`src/rtl/arb_resp_demux_pkg.sv`:
```
// arb_resp_demux_pkg: shared width helpers and default type aliases for the
// arbitrated request / in-order response demux.
package arb_resp_demux_pkg;

  // Width of an outstanding counter able to hold 0..max_trans.
  function automatic int unsigned cnt_width(input int unsigned max_trans);
    return $clog2(max_trans + 1);
  endfunction

  // Pointer width; a single-entry queue still needs a 1-bit pointer.
  function automatic int unsigned ptr_width(input int unsigned max_trans);
    return (max_trans > 1) ? $clog2(max_trans) : 1;
  endfunction

  localparam int unsigned DefNumIn    = 4;
  localparam int unsigned DefMaxTrans = 4;

  typedef logic [$clog2(DefNumIn)-1:0]       idx_t;
  typedef logic [cnt_width(DefMaxTrans)-1:0] cnt_t;

endpackage

```
`src/rtl/arb_resp_idx_queue.sv`:
```
// arb_resp_idx_queue: in-order FIFO of winning input indices with an
// occupancy counter. Pointers wrap modulo MaxTrans (any depth), flush wins
// over push/pop, push is ignored when full and pop when empty.
module arb_resp_idx_queue
  import arb_resp_demux_pkg::*;
#(
  parameter int unsigned MaxTrans = 4,
  parameter int unsigned IdxWidth = 2,
  parameter int unsigned CntWidth = cnt_width(MaxTrans)
) (
  input  logic                clk_i,
  input  logic                rst_ni,
  input  logic                flush_i,
  input  logic                push_i,
  input  logic [IdxWidth-1:0] idx_i,
  input  logic                pop_i,
  output logic                full_o,
  output logic                empty_o,
  output logic [IdxWidth-1:0] head_o,
  output logic [CntWidth-1:0] count_o
);

  localparam int unsigned PtrW = ptr_width(MaxTrans);

  logic [MaxTrans-1:0][IdxWidth-1:0] mem_q;
  logic [PtrW-1:0]     wr_ptr_q, rd_ptr_q;
  logic [CntWidth-1:0] cnt_q, cnt_d;
  logic                push, pop;

  function automatic logic [PtrW-1:0] ptr_inc(input logic [PtrW-1:0] p);
    return (p == PtrW'(MaxTrans - 1)) ? '0 : p + PtrW'(1);
  endfunction

  assign full_o  = (cnt_q == CntWidth'(MaxTrans));
  assign empty_o = (cnt_q == '0);
  assign head_o  = mem_q[rd_ptr_q];
  assign count_o = cnt_q;
  assign push    = push_i & ~full_o;
  assign pop     = pop_i & ~empty_o;

  // Occupancy: simultaneous push and pop leave the count unchanged.
  always_comb begin
    cnt_d = cnt_q;
    if (push & ~pop)      cnt_d = cnt_q + CntWidth'(1);
    else if (pop & ~push) cnt_d = cnt_q - CntWidth'(1);
  end

  // Pointer, counter and storage update; flush clears tracking state.
  always_ff @(posedge clk_i or negedge rst_ni) begin
    if (!rst_ni) begin
      wr_ptr_q <= '0;
      rd_ptr_q <= '0;
      cnt_q    <= '0;
      mem_q    <= '0;
    end else if (flush_i) begin
      wr_ptr_q <= '0;
      rd_ptr_q <= '0;
      cnt_q    <= '0;
    end else begin
      if (push) begin
        mem_q[wr_ptr_q] <= idx_i;
        wr_ptr_q        <= ptr_inc(wr_ptr_q);
      end
      if (pop) rd_ptr_q <= ptr_inc(rd_ptr_q);
      cnt_q <= cnt_d;
    end
  end

endmodule

```
`src/rtl/arb_resp_demux.sv`:
```
// arb_resp_demux: forwards arbitrated requests to one slave, tracks the
// winning index in order and steers each slave response back to its master.
// Optional macro ARB_RESP_DEMUX_SPILL_EN adds a one-entry response register.
module arb_resp_demux
  import arb_resp_demux_pkg::*;
#(
  parameter int unsigned NumIn        = 4,
  parameter int unsigned MaxTrans     = 4,
  parameter int unsigned ReqDataWidth = 32,
  parameter int unsigned RspDataWidth = 32,
  parameter int unsigned IdxWidth     = $clog2(NumIn)
) (
  input  logic                            clk_i,
  input  logic                            rst_ni,
  input  logic                            flush_i,
  input  logic                            req_valid_i,
  output logic                            req_ready_o,
  input  logic [IdxWidth-1:0]             req_idx_i,
  input  logic [ReqDataWidth-1:0]         req_data_i,
  output logic                            slv_req_valid_o,
  input  logic                            slv_req_ready_i,
  output logic [ReqDataWidth-1:0]         slv_req_data_o,
  input  logic                            slv_rsp_valid_i,
  output logic                            slv_rsp_ready_o,
  input  logic [RspDataWidth-1:0]         slv_rsp_data_i,
  output logic [NumIn-1:0]                mst_rsp_valid_o,
  input  logic [NumIn-1:0]                mst_rsp_ready_i,
  output logic [RspDataWidth-1:0]         mst_rsp_data_o,
  output logic [$clog2(MaxTrans+1)-1:0]   outstanding_o
);

  localparam int unsigned CntW = cnt_width(MaxTrans);

  logic                q_full, q_empty, push, pop;
  logic [IdxWidth-1:0] head;
  logic [IdxWidth-1:0] sel_idx;
  logic                sel_vld;

  // Request path: zero latency, gated only by queue occupancy.
  assign slv_req_valid_o = req_valid_i & ~q_full;
  assign req_ready_o     = slv_req_ready_i & ~q_full;
  assign slv_req_data_o  = req_data_i;
  assign push            = req_valid_i & req_ready_o;
  assign pop             = slv_rsp_valid_i & slv_rsp_ready_o;

  arb_resp_idx_queue #(
    .MaxTrans (MaxTrans),
    .IdxWidth (IdxWidth),
    .CntWidth (CntW)
  ) u_queue (
    .clk_i   (clk_i),
    .rst_ni  (rst_ni),
    .flush_i (flush_i),
    .push_i  (push),
    .idx_i   (req_idx_i),
    .pop_i   (pop),
    .full_o  (q_full),
    .empty_o (q_empty),
    .head_o  (head),
    .count_o (outstanding_o)
  );

`ifdef ARB_RESP_DEMUX_SPILL_EN
  logic                    spill_vld_q;
  logic [IdxWidth-1:0]     spill_idx_q;
  logic [RspDataWidth-1:0] spill_data_q;
  logic                    drain;

  assign drain           = spill_vld_q & mst_rsp_ready_i[spill_idx_q];
  assign slv_rsp_ready_o = ~q_empty & (~spill_vld_q | drain);
  assign sel_vld         = spill_vld_q;
  assign sel_idx         = spill_idx_q;
  assign mst_rsp_data_o  = spill_data_q;

  // Spill register: loads on accept, empties when its master takes it.
  always_ff @(posedge clk_i or negedge rst_ni) begin
    if (!rst_ni) begin
      spill_vld_q  <= 1'b0;
      spill_idx_q  <= '0;
      spill_data_q <= '0;
    end else if (flush_i) begin
      spill_vld_q  <= 1'b0;
    end else if (pop) begin
      spill_vld_q  <= 1'b1;
      spill_idx_q  <= head;
      spill_data_q <= slv_rsp_data_i;
    end else if (drain) begin
      spill_vld_q  <= 1'b0;
    end
  end
`else
  assign slv_rsp_ready_o = mst_rsp_ready_i[head] & ~q_empty;
  assign sel_vld         = slv_rsp_valid_i & ~q_empty;
  assign sel_idx         = head;
  assign mst_rsp_data_o  = slv_rsp_data_i;
`endif

  // Onehot decode of the selected index onto the per-master valids.
  for (genvar g = 0; g < NumIn; g++) begin : g_dec
    assign mst_rsp_valid_o[g] = sel_vld & (sel_idx == IdxWidth'(g));
  end

`ifndef SYNTHESIS
  logic                stall_q;
  logic [IdxWidth-1:0] stall_idx_q;

  // Remember a stalled request so its stability can be checked next cycle.
  always_ff @(posedge clk_i or negedge rst_ni) begin
    if (!rst_ni) begin
      stall_q     <= 1'b0;
      stall_idx_q <= '0;
    end else begin
      stall_q     <= req_valid_i & ~req_ready_o;
      stall_idx_q <= req_idx_i;
    end
  end

  // Protocol checks on the arbiter and slave interfaces.
  always @(posedge clk_i) begin
    if (rst_ni) begin
      assert ($onehot0(mst_rsp_valid_o)) else $error("mst_rsp_valid_o not onehot0");
      if (req_valid_i)
        assert (int'(req_idx_i) < int'(NumIn)) else $error("req_idx_i out of range");
      if (stall_q)
        assert (req_valid_i && req_idx_i == stall_idx_q)
          else $error("request changed before acceptance");
      if (slv_rsp_valid_i)
        assert (!q_empty) else $warning("slave response with no outstanding request");
    end
  end
`endif

endmodule

```
`config.mk`:
```
export PLATFORM = sky130hd
export DESIGN_NAME = arb_resp_demux
export DESIGN_NICKNAME = d
export VERILOG_FILES = /design/src/rtl/arb_resp_demux_pkg.sv /design/src/rtl/arb_resp_idx_queue.sv /design/src/rtl/arb_resp_demux.sv
export SDC_FILE = /design/constraint.sdc
export NUM_CORES = 1
export LEC_CHECK = 0
export BUFFER_PORTS_ARGS = -buffer_cell sky130_fd_sc_hd__buf_4
export CAP_MARGIN = 20
export CORE_UTILIZATION = 36
export DETAILED_ROUTE_END_ITERATION = 7
export PLACE_DENSITY_LB_ADDON = 0.05
export SLEW_MARGIN = 10
export SYNTH_ARGS = -nofsm -noshare
export SYNTH_HDL_FRONTEND = slang
export SYNTH_HIERARCHICAL = 1
export SYNTH_SLANG_ARGS = --single-unit
```
`constraint.sdc`:
```
create_clock -name clk_i -period 3.62 [get_ports clk_i]
set_input_delay 0.543 -clock clk_i [delete_from_list [all_inputs] [get_ports clk_i]]
set_output_delay 0.543 -clock clk_i [all_outputs]
set_load 0.1 [all_outputs]
```
### Yosys cells after proc, flatten, opt, wreduce, memory -nomap -nowiden

Index checks and enable logic that the tools add are counted.
Widths: inputs -> output; s select.

* multiplexer cells: 16
* $add $sub $neg: 4
* magnitude comparators: 4
* equality and inequality tests: 6
* bitwise operators: 19
* reduce and logical (&&, ||, !) cells: 7

Operators with widths (count)
* $mux 2: 8
* $and 1x1->1: 14
* $lt 2x3->1 const B: 3
* $mux 3: 3
* $bwmux 8: 1
* $eq 2x2->1 const B: 4
* $not 1->1: 5
* $add 2x1->2 const B: 2
* $bmux 2 s2: 1
* $demux 2 s2: 1
* $reduce_bool 2->1: 2
* $add 3x1->3 const B: 1
* $eq 3x3->1 const B: 1
* $logic_not 3->1: 1
* $reduce_bool 3->1: 1
* $sub 3x1->3 const B: 1
* $bmux 1 s2: 1
* $eq 2x1->1 const B: 1
* $ge 2x1->1 const B: 1
* $logic_not 2->1: 1
* $reduce_and 2->1: 1
* $logic_and 1x1->1: 1
* $mux 1: 1

* output and inout port bits: 74
* bits in registers: 15
* bits of input ports: 76
* logic and storage cells: 63

### Longest topological paths before layout

Gate-level depths: netlist (run 1).

* depth after elaboration: 11
* gate-level depth with buffers: 13
* gate-level depth less buffers: 10

### Hierarchy

The synthesis (run 1) kept the hierarchy.

By module, submodules not included
* arb_resp_idx_queue: cells an instance 80, area an instance 889.6 µm², instances 1, sequential area each 375.4 µm²
* arb_resp_demux: cells an instance 74, area an instance 578.1 µm², instances 1, sequential area each 0.0 µm²

### Worst setup path after synthesis (run 1)

Ideal clock, no wire load.

* path type: register to output
* start: reg u_queue.cnt_q[1] (netlist: u_queue/count_o[1])
* end: out mst_rsp_valid_o[0]
* data arrival time: 4453 ps
* setup slack: -1376 ps
* cell stages (with the launch flop): 3
* data required time: 3077 ps
* path buffers: 0
* path through: dfrtp_1 -> nor3_1 -> nor4b_1

* cells in the longest elaborated chain, start to end: 4

Ends and longest elaborated chain
* start, declared: RTL line arb_resp_idx_queue.sv:27 `logic [CntWidth-1:0] cnt_q, cnt_d;`
* start signal, assigned: RTL line arb_resp_idx_queue.sv:65 `cnt_q <= cnt_d;`
* $logic_not 3->1: RTL line arb_resp_idx_queue.sv:35 `assign empty_o = (cnt_q == '0);`
* named net q_empty: RTL line arb_resp_demux.sv:34 `logic q_full, q_empty, push, pop;`
* $not 1->1: RTL line arb_resp_demux.sv:93 `assign sel_vld = slv_rsp_valid_i & ~q_empty;`
* $and 1x1->1: RTL line arb_resp_demux.sv:93
* $and 1x1->1: RTL line arb_resp_demux.sv:100 `assign mst_rsp_valid_o[g] = sel_vld & (sel_idx == IdxWidth'(g));`
* end, declared: RTL line arb_resp_demux.sv:26 `output logic [NumIn-1:0] mst_rsp_valid_o,`

The timed path passes the listed nets, and every way through them passes these cells.

### Worst setup path in the final report (run 1)

* start: reg u_queue.rd_ptr_q[0]
* end: reg u_queue.cnt_q[2] (netlist: u_queue/count_o[2])

* cells in the longest elaborated chain, start to end: 11
* elaborated cells on any way between the ends: 13
* classes of those cells: mux: 6; bitwise: 6; reduce/logical: 1

Ends and longest elaborated chain
* start, declared: RTL line arb_resp_idx_queue.sv:26 `logic [PtrW-1:0] wr_ptr_q, rd_ptr_q;`
* start signal, assigned: RTL line arb_resp_idx_queue.sv:64 `if (pop) rd_ptr_q <= ptr_inc(rd_ptr_q);`
* $bmux 2 s2 (*): RTL line arb_resp_idx_queue.sv:36 `assign head_o = mem_q[rd_ptr_q];`
* $mux 2 (not written as such) (*): RTL line arb_resp_idx_queue.sv:36
* named net head[0]: RTL line arb_resp_demux.sv:35 `logic [IdxWidth-1:0] head;`
* $bmux 1 s2 (*): RTL line arb_resp_demux.sv:92 `assign slv_rsp_ready_o = mst_rsp_ready_i[head] & ~q_empty;`
* $mux 1 (not written as such) (*): RTL line arb_resp_demux.sv:92
* $and 1x1->1 (*): RTL line arb_resp_demux.sv:92
* $and 1x1->1 (*): RTL line arb_resp_demux.sv:44 `assign pop = slv_rsp_valid_i & slv_rsp_ready_o;`
* named net pop: RTL line arb_resp_demux.sv:34
* $and 1x1->1 (*): RTL line arb_resp_idx_queue.sv:39 `assign pop = pop_i & ~empty_o;`
* $not 1->1: RTL line arb_resp_idx_queue.sv:44 `if (push & ~pop) cnt_d = cnt_q + CntWidth'(1);`
* $and 1x1->1: RTL line arb_resp_idx_queue.sv:44
* $mux 3: RTL line arb_resp_idx_queue.sv:44
* $mux 3: RTL line arb_resp_idx_queue.sv:55 `end else if (flush_i) begin`

Mark *: on every way through the listed nets, which the timed path passes. The rest lies on a longest branch. The select of a mux whose other input is x is not followed.
A chain may end at the register's enable or synchronous reset.

==> results.py, run 1 <==
metrics = {
    "status": {
        "status": "finished, final reports clean",
    },
    "cells_and_area": {
        "area_growth_pct": -14.2,
        "antenna_cells": 0,
        "fin_nets": 193,
        "drive_gt1_share_pct": 38.7,
    },
    "logic_synthesis": {
        "synth.distinct_cells": 37,
        "synth_warnings": 6,
        "synth_most_common_cell": "buf_4",
        "synth.area.top_cells": "buf_4 33%, dfrtp_1 26%, mux2_2 6.1%",
        "syn_area_per_cell_um2": 9.53,
        "synthCells": 154,
        "synth_area_mm2": 0.00147,
        "yosys_register_bits": 15,
        "ys_async_sr_fraction_pct": 100,
        "synth-edff-count": 0,
        "syn-num-nets": 235,
        "synth_common_cells": "65 x buf_4, 15 x dfrtp_1, 9 x nor2_1, 8 x mux2_2, 6 x inv_1",
        "synth_top_area_share_pct": 33.2,
        "seq_area_frac_synth_pct": 25.6,
        "ys.flop_type": "dfrtp_1",
        "synth_largest_area_cell": "buf_4",
    },
    "worst_setup_path": {
        "cpPeakStageDelay_ns": 0.60,
        "cp.required_ns": 3.75,
        "cp_common_cell": "mux4_2",
        "cp-end-kind": "flop",
        "rr_startpoint": "u_queue/rd_ptr_q[0]",
        "path_cells": "mux4_2 -> mux4_2 -> and3b_1 -> o21a_1 -> nor3_1 -> fa_1 -> nor3b_1 -> a311o_1 -> a31oi_1",
        "critPathLaunchType": "flop",
        "reg2reg_depth": 9,
        "r2r-end": "u_queue/count_o[2]",
        "path_class": "reg -> reg",
        "worstPathMaxFanout": 8,
        "regToRegSetupSlack_ns": 0.59,
        "cp.arrival_ns": 3.17,
        "critPathSlowestCell": "mux4_2",
    },
    "place": {
        "hpwl_mm": 2.30,
        "place.gp.congestion": 0.820,
        "port_buffers": 21,
    },
    "power": {
        "powerDensity_mw_per_mm2": 474,
        "finalPower_uw": 596,
        "swShare_pct": 40.0,
        "p_clk_share_pct": 24.1,
        "p_seq_share_pct": 35.9,
        "p_int_uw": 358,
        "combPwrFrac_pct": 39.9,
        "p_leak_uw": 0.000562,
        "power.switching_uw": 238,
        "max-vdd-ir-drop_mv": 0.146,
    },
    "sta": {
        "tightest_slew_ns": 0.423,
        "rsz0062_at_grt": "false",
        "setup_viol": 0,
        "slew_headroom_pct": 71.4,
        "fmax_mhz": 330,
        "fin_crit_ns": 3.03,
        "whs_ns": 0.140,
        "clock-skew-final_ns": 0.00273,
        "min_period_over_period_pct": 83.8,
        "finalHoldViolCount": 0,
        "drv_slew": 0,
    },
    "cts": {
        "clk_latency_ns": 0.25,
        "clockBufferDepth": 2,
        "cts_tree": "yes",
        "cts_max_level": 1,
        "postCtsSetupBuffers": 0,
        "holdBufCountCts": 0,
        "cts_sinks": 15,
        "cts_buffers": 3,
        "root_buffer": "clkbuf_8",
        "path_clk_slew_ns": 0.07,
        "ctsResizeCount": 0,
    },
    "floorplan": {
        "pin_count": 150,
        "die_h_um": 65.9,
        "die_x_um": 65.9,
        "core_area_mm2": 0.00377,
        "rows": 22,
        "dieArea_mm2": 0.00434,
        "start_util_pct": 38.9,
    },
    "global_route": {
        "grtUsageTotal_pct": 13.8,
        "grt_pass1_vias": 864,
        "antenna_found_initial": 0,
        "grt_max_degree": 16,
        "grt_pass1_wl_mm": 4.44,
        "grt_overflow": 0,
    },
    "detailed_routing": {
        "drt_iter0_drc": 26,
        "dr_wl_met2_mm": 1.40,
        "wire_per_inst_um": 18.6,
        "dr.max_layer_used": "met4",
        "vias": 872,
        "drt-total-wl_mm": 2.96,
        "drt-met1-wl_mm": 1.09,
        "viasPerCell": 5.48,
        "ant_nets": 0,
        "dr.pass1.iters": 7,
        "drc": 0,
        "wl_met3_um": 319,
    },
    "worst_hold_path": {
        "min_path_type": "in -> async",
    },
    "run": {
        "max-cap-violations": 0,
    },
}
==> through the flow <==
stage | std cells | TNS (ns) | utilization, % | setup slack (ns) | instance area [um2]
3_5_place_dp | 155 | 0 | 32.1 | 0.618 | 1210
4_1_cts | 159 | 0 | 33.4 | 0.592 | 1260
5_1_grt | 159 | 0 | 33.4 | 0.411 | 1260
6_report | 159 | 0 | 33.4 | 0.586 | 1260
3_3_place_gp | 155 | 0 | 32.1 | 0.703 | 1210
2_1_floorplan | 154 | -0.0523 | - | -0.0523 | 1500
==> state kept, by name, indices dropped and copies added, names as in the netlist <==
register / flops
u_queue/mem_q: 8
u_queue/count_o: 3
u_queue/rd_ptr_q: 2
u_queue/wr_ptr_q: 2
==> power groups by stage <==
stage          sequential, uW  clock (uW)  combinational [uW]
2_1_floorplan             234           0                 502
3_3_place_gp              218           0                 238
3_5_place_dp              218           0                 240
4_1_cts                   214         151                 240
5_1_grt                   218         156                 255
6_report                  214         144                 238
==> worst max path at each step <==
stage,from,endpoint,slack (ns),cells after the start
after floorplan,u_queue/count_o[1],mst_rsp_valid_o[0],-0.05,2
after global placement,u_queue/rd_ptr_q[0],u_queue/count_o[2],0.70,9
after detailed placement,u_queue/rd_ptr_q[0],u_queue/count_o[2],0.62,9
after CTS,u_queue/rd_ptr_q[0],u_queue/count_o[2],0.59,9
after global routing,u_queue/rd_ptr_q[0],u_queue/count_o[2],0.41,9
final,u_queue/rd_ptr_q[0],u_queue/count_o[2],0.59,9
==> per-layer routing <==
metal  global-route usage, %  up-vias
met5                       0        -
met4                    12.2        0
met3                    3.62       36
met2                    21.0       66
met1                    15.7      401
li1                        -      369
==> worst max-delay path: cells and delay by family, from the launching register on <==
kind	cells	cell delay, ns
AND/OR/NAND/NOR	3	0.64
adder cells (fa/ha/maj)	1	0.43
AO/OA/AOI/OAI	3	0.44
flip-flops	1	0.44
multiplexers	2	0.97
==> cells by family (layout without fill, tap and decap cells) <==
kind of cell	after synthesis	after routing	synth area share [%]
buffers and inverters	76	33	36.7
AND/OR/NAND/NOR	30	30	13.3
flip-flops	15	15	25.6
multiplexers	14	14	13.0
AO/OA/AOI/OAI	12	12	5.54
adder cells (fa/ha/maj)	5	5	4.77
XOR/XNOR	2	2	1.19
==> cells in the final DEF, fill, tap and decap left out, types with 2 or more instances in the layout <==
cell type  instances
o21ai_0            4
clkbuf_8           3
inv_1              6
xor2_1             2
mux2_1             2
buf_4             22
ha_1               4
nor2b_1            3
a21oi_1            2
nand4b_1           4
mux4_2             3
dfrtp_1           15
nor2_1             9
mux2_2             8
nor3_1             2
==> final cells by class <==
cell class	instances	area [um2]
Tap cell	48	60.1
Timing Repair Buffer	22	165
Multi-Input combinational cell	63	583
Clock inverter	1	7.51
Inverter	7	26.3
Clock buffer	3	41.3
Sequential cell	15	375
Fill cell	385	2510
Power figures use the tool's default switching activity.
==> run 2: changes to the inputs <==
CORE_UTILIZATION = 32   (was 36)
clock period = 2.6 ns   (was 3.62 ns; I/O delays follow)
==> results.py, run 2 (synthesis results as in run 1) <==
metrics = {
    "status": {
        "status": "complete, but fails checks",
        "violations": "negative setup slack",
    },
    "detailed_routing": {
        "dr.max_layer_used": "met4",
        "wire_per_inst_um": 18.3,
        "vias": 883,
        "drt-met1-wl_mm": 1.24,
        "wl_met3_um": 363,
        "viasPerCell": 5.07,
        "drt_iter0_drc": 24,
        "drt-total-wl_mm": 3.18,
        "ant_nets": 0,
        "dr_wl_met2_mm": 1.42,
        "drc": 0,
        "dr.pass1.iters": 4,
    },
    "cts": {
        "clockBufferDepth": 2,
        "root_buffer": "clkbuf_8",
        "cts_buffers": 3,
        "cts_max_level": 1,
        "path_clk_slew_ns": 0.07,
        "clk_latency_ns": 0.25,
        "cts_tree": "yes",
        "cts_sinks": 15,
        "postCtsSetupBuffers": 0,
    },
    "worst_setup_path": {
        "cp-end-kind": "flop",
        "path_class": "reg -> reg",
        "rr_startpoint": "u_queue/rd_ptr_q[0]",
        "critPathLaunchType": "flop",
        "path_cells": "mux4_2 -> mux4_2 -> and3b_1 -> o21a_1 -> buf_4 -> a221o_2 -> mux2_4",
        "worst-path-buf-inv": 1,
        "critPathSlowestCell": "mux4_2",
        "cp.arrival_ns": 2.80,
        "cp_common_cell": "mux4_2",
        "cp.required_ns": 2.73,
        "cpPeakStageDelay_ns": 0.54,
        "crit_family": "multiplexers",
        "critPathLaunch": "u_queue/rd_ptr_q[0]",
        "worstPathMaxFanout": 2,
    },
    "sta": {
        "drv_slew": 0,
        "finalHoldViolCount": 0,
        "clock-skew-final_ns": 0.00207,
        "fmax_mhz": 375,
        "fin_crit_ns": 2.67,
        "tightest_slew_ns": 0.397,
        "rsz0062_at_grt": "true",
        "setup_viol": 3,
        "layout_setup_ws_ns": -0.0677,
        "min_period_over_period_pct": 103,
        "whs_ns": 0.400,
        "slew_headroom_pct": 73.2,
    },
    "power": {
        "finalPower_uw": 883,
        "powerDensity_mw_per_mm2": 629,
        "max-vdd-ir-drop_mv": 0.209,
        "p_leak_uw": 0.000632,
    },
    "global_route": {
        "grtUsageTotal_pct": 13.4,
        "grt_max_degree": 16,
        "grt_pass1_vias": 948,
        "antenna_found_initial": 0,
        "grt_overflow": 0,
        "grt_pass1_wl_mm": 5.13,
    },
    "floorplan": {
        "pin_count": 150,
        "start_util_pct": 33.5,
        "die_x_um": 69.7,
        "rows": 24,
        "dieArea_mm2": 0.00486,
        "core_area_mm2": 0.00438,
        "die_h_um": 69.7,
    },
    "cells_and_area": {
        "area_growth_pct": -4.43,
        "largest_reg_flops": 8,
        "antenna_cells": 0,
        "mostFrequentLayoutCells": "32 x buf_4, 12 x dfrtp_1, 9 x nor2_1",
        "drive_gt1_share_pct": 52.5,
        "nFillCells": 448,
        "regMostFlops": "u_queue/mem_q",
        "fin_nets": 204,
        "mostFrequentLayoutCell": "buf_4",
    },
    "place": {
        "place.gp.congestion": 0.751,
        "hpwl_mm": 2.62,
        "port_buffers": 21,
    },
    "worst_hold_path": {
        "min_path_type": "in -> reg",
        "holdCritStartpoint": "flush_i",
    },
    "run": {
        "max-cap-violations": 0,
    },
}
==> run 2: area by class of cell <==
class / count / area, um2 / share of cell area [%]
well taps: 52 / 65.1 / 4.64
flip-flops and latches: 15 / 384 / 27.4
inverters: 7 / 33.8 / 2.41
clock buffers: 3 / 41.3 / 2.94
repair buffers: 33 / 250 / 17.8
multi-input cells: 63 / 623 / 44.4
clock inverters: 1 / 5.00 / 0.357
==> run 2: final timing paths <==
check                                      end  slack, ns  depth (start not counted)
setup / recovery            u_queue/count_o[0]      -0.07                          7
hold / removal             u_queue/wr_ptr_q[1]       0.40                          2
setup reg to reg            u_queue/count_o[0]      -0.07                          7
hold reg to reg               u_queue/mem_q[4]       0.51                          1
max in group asynchronous   u_queue/count_o[1]       1.85                          2
min in group asynchronous     u_queue/mem_q[7]       0.54                          2
==> run 2: power breakdown <==
part / internal [uW] / switching (uW)
clock network: 106 / 88.1
registers: 270 / 19.4
logic: 161 / 238
total: 537 / 346
==> run 2: timing repair <==
item,CTS,global route
pin swaps,4,0
gates resized for setup,1,0
gates cloned,0,0
hold buffers,1,0
hold endpoints to repair,15,0
setup endpoints to repair,3,3
==> run 2: stage by stage <==
stage / setup TNS, ns / instance area [um2] / instances / utilization (%) / setup slack (ns)
after CTS: -0.212 / 1400 / 174 / 32.0 / -0.0830
after floorplan: -0.841 / 1570 / 154 / - / -0.292
after global placement: -0.116 / 1340 / 169 / 30.6 / -0.0698
after detailed placement: -0.324 / 1340 / 169 / 30.6 / -0.155
final: -0.149 / 1400 / 174 / 32.0 / -0.0677
after global routing: -0.552 / 1400 / 174 / 32.0 / -0.206
==> run 2: worst reg2reg max path, cell delays in order, from the launching register on <==
cell     delay, ns
dfrtp_1       0.36
mux4_2        0.54
mux4_2        0.46
and3b_1       0.21
o21a_1        0.14
buf_4         0.15
a221o_2       0.39
mux2_4        0.31
==> run 2: per-layer routing <==
metal,vias up,global-route usage (%)
li1,394,-
met1,392,15.4
met2,61,21.9
met3,36,3.49
met4,0,8.67
met5,-,0
==> run 3: changes to the inputs <==
CTS_BUF_LIST = sky130_fd_sc_hd__clkbuf_16   (was unset)
==> results.py, run 3 (synthesis results as in run 1) <==
metrics = {
    "cts": {
        "root_buffer": "clkbuf_16",
        "cts_buffers": 3,
        "clk_latency_ns": 0.25,
        "cts_max_level": 1,
        "path_clk_slew_ns": 0.05,
        "cts_tree": "yes",
        "clockBufferDepth": 2,
        "postCtsSetupBuffers": 0,
        "cts_sinks": 15,
    },
    "cells_and_area": {
        "drive_gt1_share_pct": 52.5,
        "ff_latch_area_um2": 384,
        "area_growth_pct": -2.13,
        "fin_area_mm2": 0.00144,
        "mostFrequentLayoutCells": "32 x buf_4, 12 x dfrtp_1, 9 x nor2_1",
        "largest_reg_flops": 8,
        "fin_nets": 204,
        "mostFrequentLayoutCell": "buf_4",
        "regMostFlops": "u_queue/mem_q",
        "nFillCells": 445,
        "post-route-util_pct": 32.8,
        "multi_input_comb_area_um2": 623,
        "antenna_cells": 0,
    },
    "floorplan": {
        "dieArea_mm2": 0.00486,
        "rows": 24,
        "die_x_um": 69.7,
        "core_area_mm2": 0.00438,
        "die_h_um": 69.7,
        "pin_count": 150,
        "start_util_pct": 33.5,
    },
    "sta": {
        "min_period_over_period_pct": 102,
        "rsz0062_at_grt": "true",
        "fin_crit_ns": 2.65,
        "whs_ns": 0.406,
        "drv_slew": 0,
        "finalHoldViolCount": 0,
        "fmax_mhz": 377,
        "clock-skew-final_ns": 0.00220,
        "layout_setup_ws_ns": -0.0518,
        "slew_headroom_pct": 73.2,
        "tightest_slew_ns": 0.396,
        "setup_viol": 3,
    },
    "power": {
        "powerDensity_mw_per_mm2": 692,
        "max-vdd-ir-drop_mv": 0.207,
        "finalPower_uw": 994,
        "p_leak_uw": 0.000647,
    },
    "worst_setup_path": {
        "critPathLaunchType": "flop",
        "path_class": "reg -> reg",
        "cp-end-kind": "flop",
        "cp.arrival_ns": 2.81,
        "worst-path-buf-inv": 1,
        "cpPeakStageDelay_ns": 0.53,
        "worstPathMaxFanout": 4,
        "path_cells": "buf_4 -> mux4_2 -> mux4_2 -> and3b_1 -> o21a_1 -> nor3_4 -> fa_2 -> a311o_1 -> a31oi_1",
        "cp.required_ns": 2.76,
        "crit_family": "multiplexers",
        "critPathSlowestCell": "mux4_2",
        "cp_common_cell": "mux4_2",
        "regToRegSetupSlack_ns": -0.05,
    },
    "detailed_routing": {
        "dr.pass1.iters": 4,
        "drt-total-wl_mm": 3.20,
        "drc": 0,
        "ant_nets": 0,
        "drt_iter0_drc": 13,
        "vias": 887,
        "viasPerCell": 5.10,
        "wire_per_inst_um": 18.4,
    },
    "global_route": {
        "grt_pass1_wl_mm": 5.15,
        "grtUsageTotal_pct": 13.6,
        "grt_pass1_vias": 934,
        "grt_overflow": 0,
        "antenna_found_initial": 0,
        "grt_max_degree": 16,
    },
    "place": {
        "placed_area_mm2": 0.00134,
        "port_buffers": 21,
        "hpwl_mm": 2.62,
        "place.gp.congestion": 0.751,
    },
    "run": {
        "max-cap-violations": 0,
    },
    "status": {
        "status": "complete, but fails checks",
        "violations": "negative setup slack",
    },
    "worst_hold_path": {
        "min_path_type": "in -> reg",
    },
}
## run 3: metal layers
layer  part of all wire, %  global-route usage [%]
met5                     0                       0
met4                   5.6                    10.7
met3                    11                    3.49
met2                    44                    21.5
met1                    39                    15.7
## run 3: path summary, 6_finish.rpt
path / startpoint / depth (start not counted) / endpoint
min: flush_i / 2 / u_queue/wr_ptr_q[1]
max in group asynchronous: rst_ni / 2 / u_queue/count_o[1]
min in group asynchronous: rst_ni / 2 / u_queue/mem_q[7]
max reg2reg: u_queue/rd_ptr_q[0] / 9 / u_queue/count_o[2]
max: u_queue/rd_ptr_q[0] / 9 / u_queue/count_o[2]
min reg2reg: u_queue/mem_q[6] / 1 / u_queue/mem_q[6]
## run 3: repair_timing
action	in CTS	in global routing
hold buffers	1	0
pin swaps	3	3
gates resized for setup	1	0
endpoints found under the hold margin	6	0
endpoints found under the setup margin	3	3
## run 3: layout make-up
type,instances,share of cell area (%)
Clock buffer,3,5.23
Clock inverter,1,0.348
Inverter,7,2.35
Multi-Input combinational cell,63,43.4
Sequential cell,15,26.7
Tap cell,52,4.53
Timing Repair Buffer,33,17.4
## run 3: through the flow
stage / TNS (ns) / setup slack, ns / std cells
after detailed placement: -0.324 / -0.155 / 169
after floorplan: -0.841 / -0.292 / 154
after global placement: -0.116 / -0.0698 / 169
after CTS: -0.231 / -0.0964 / 174
after global routing: -0.541 / -0.234 / 174
final: -0.138 / -0.0518 / 174
## run 3: power breakdown
group	leakage, uW	internal (uW)	switching [uW]
clock network	0.0000409	206	99.6
logic	0.000410	161	238
registers	0.000196	271	19.2
total	0.000647	637	357
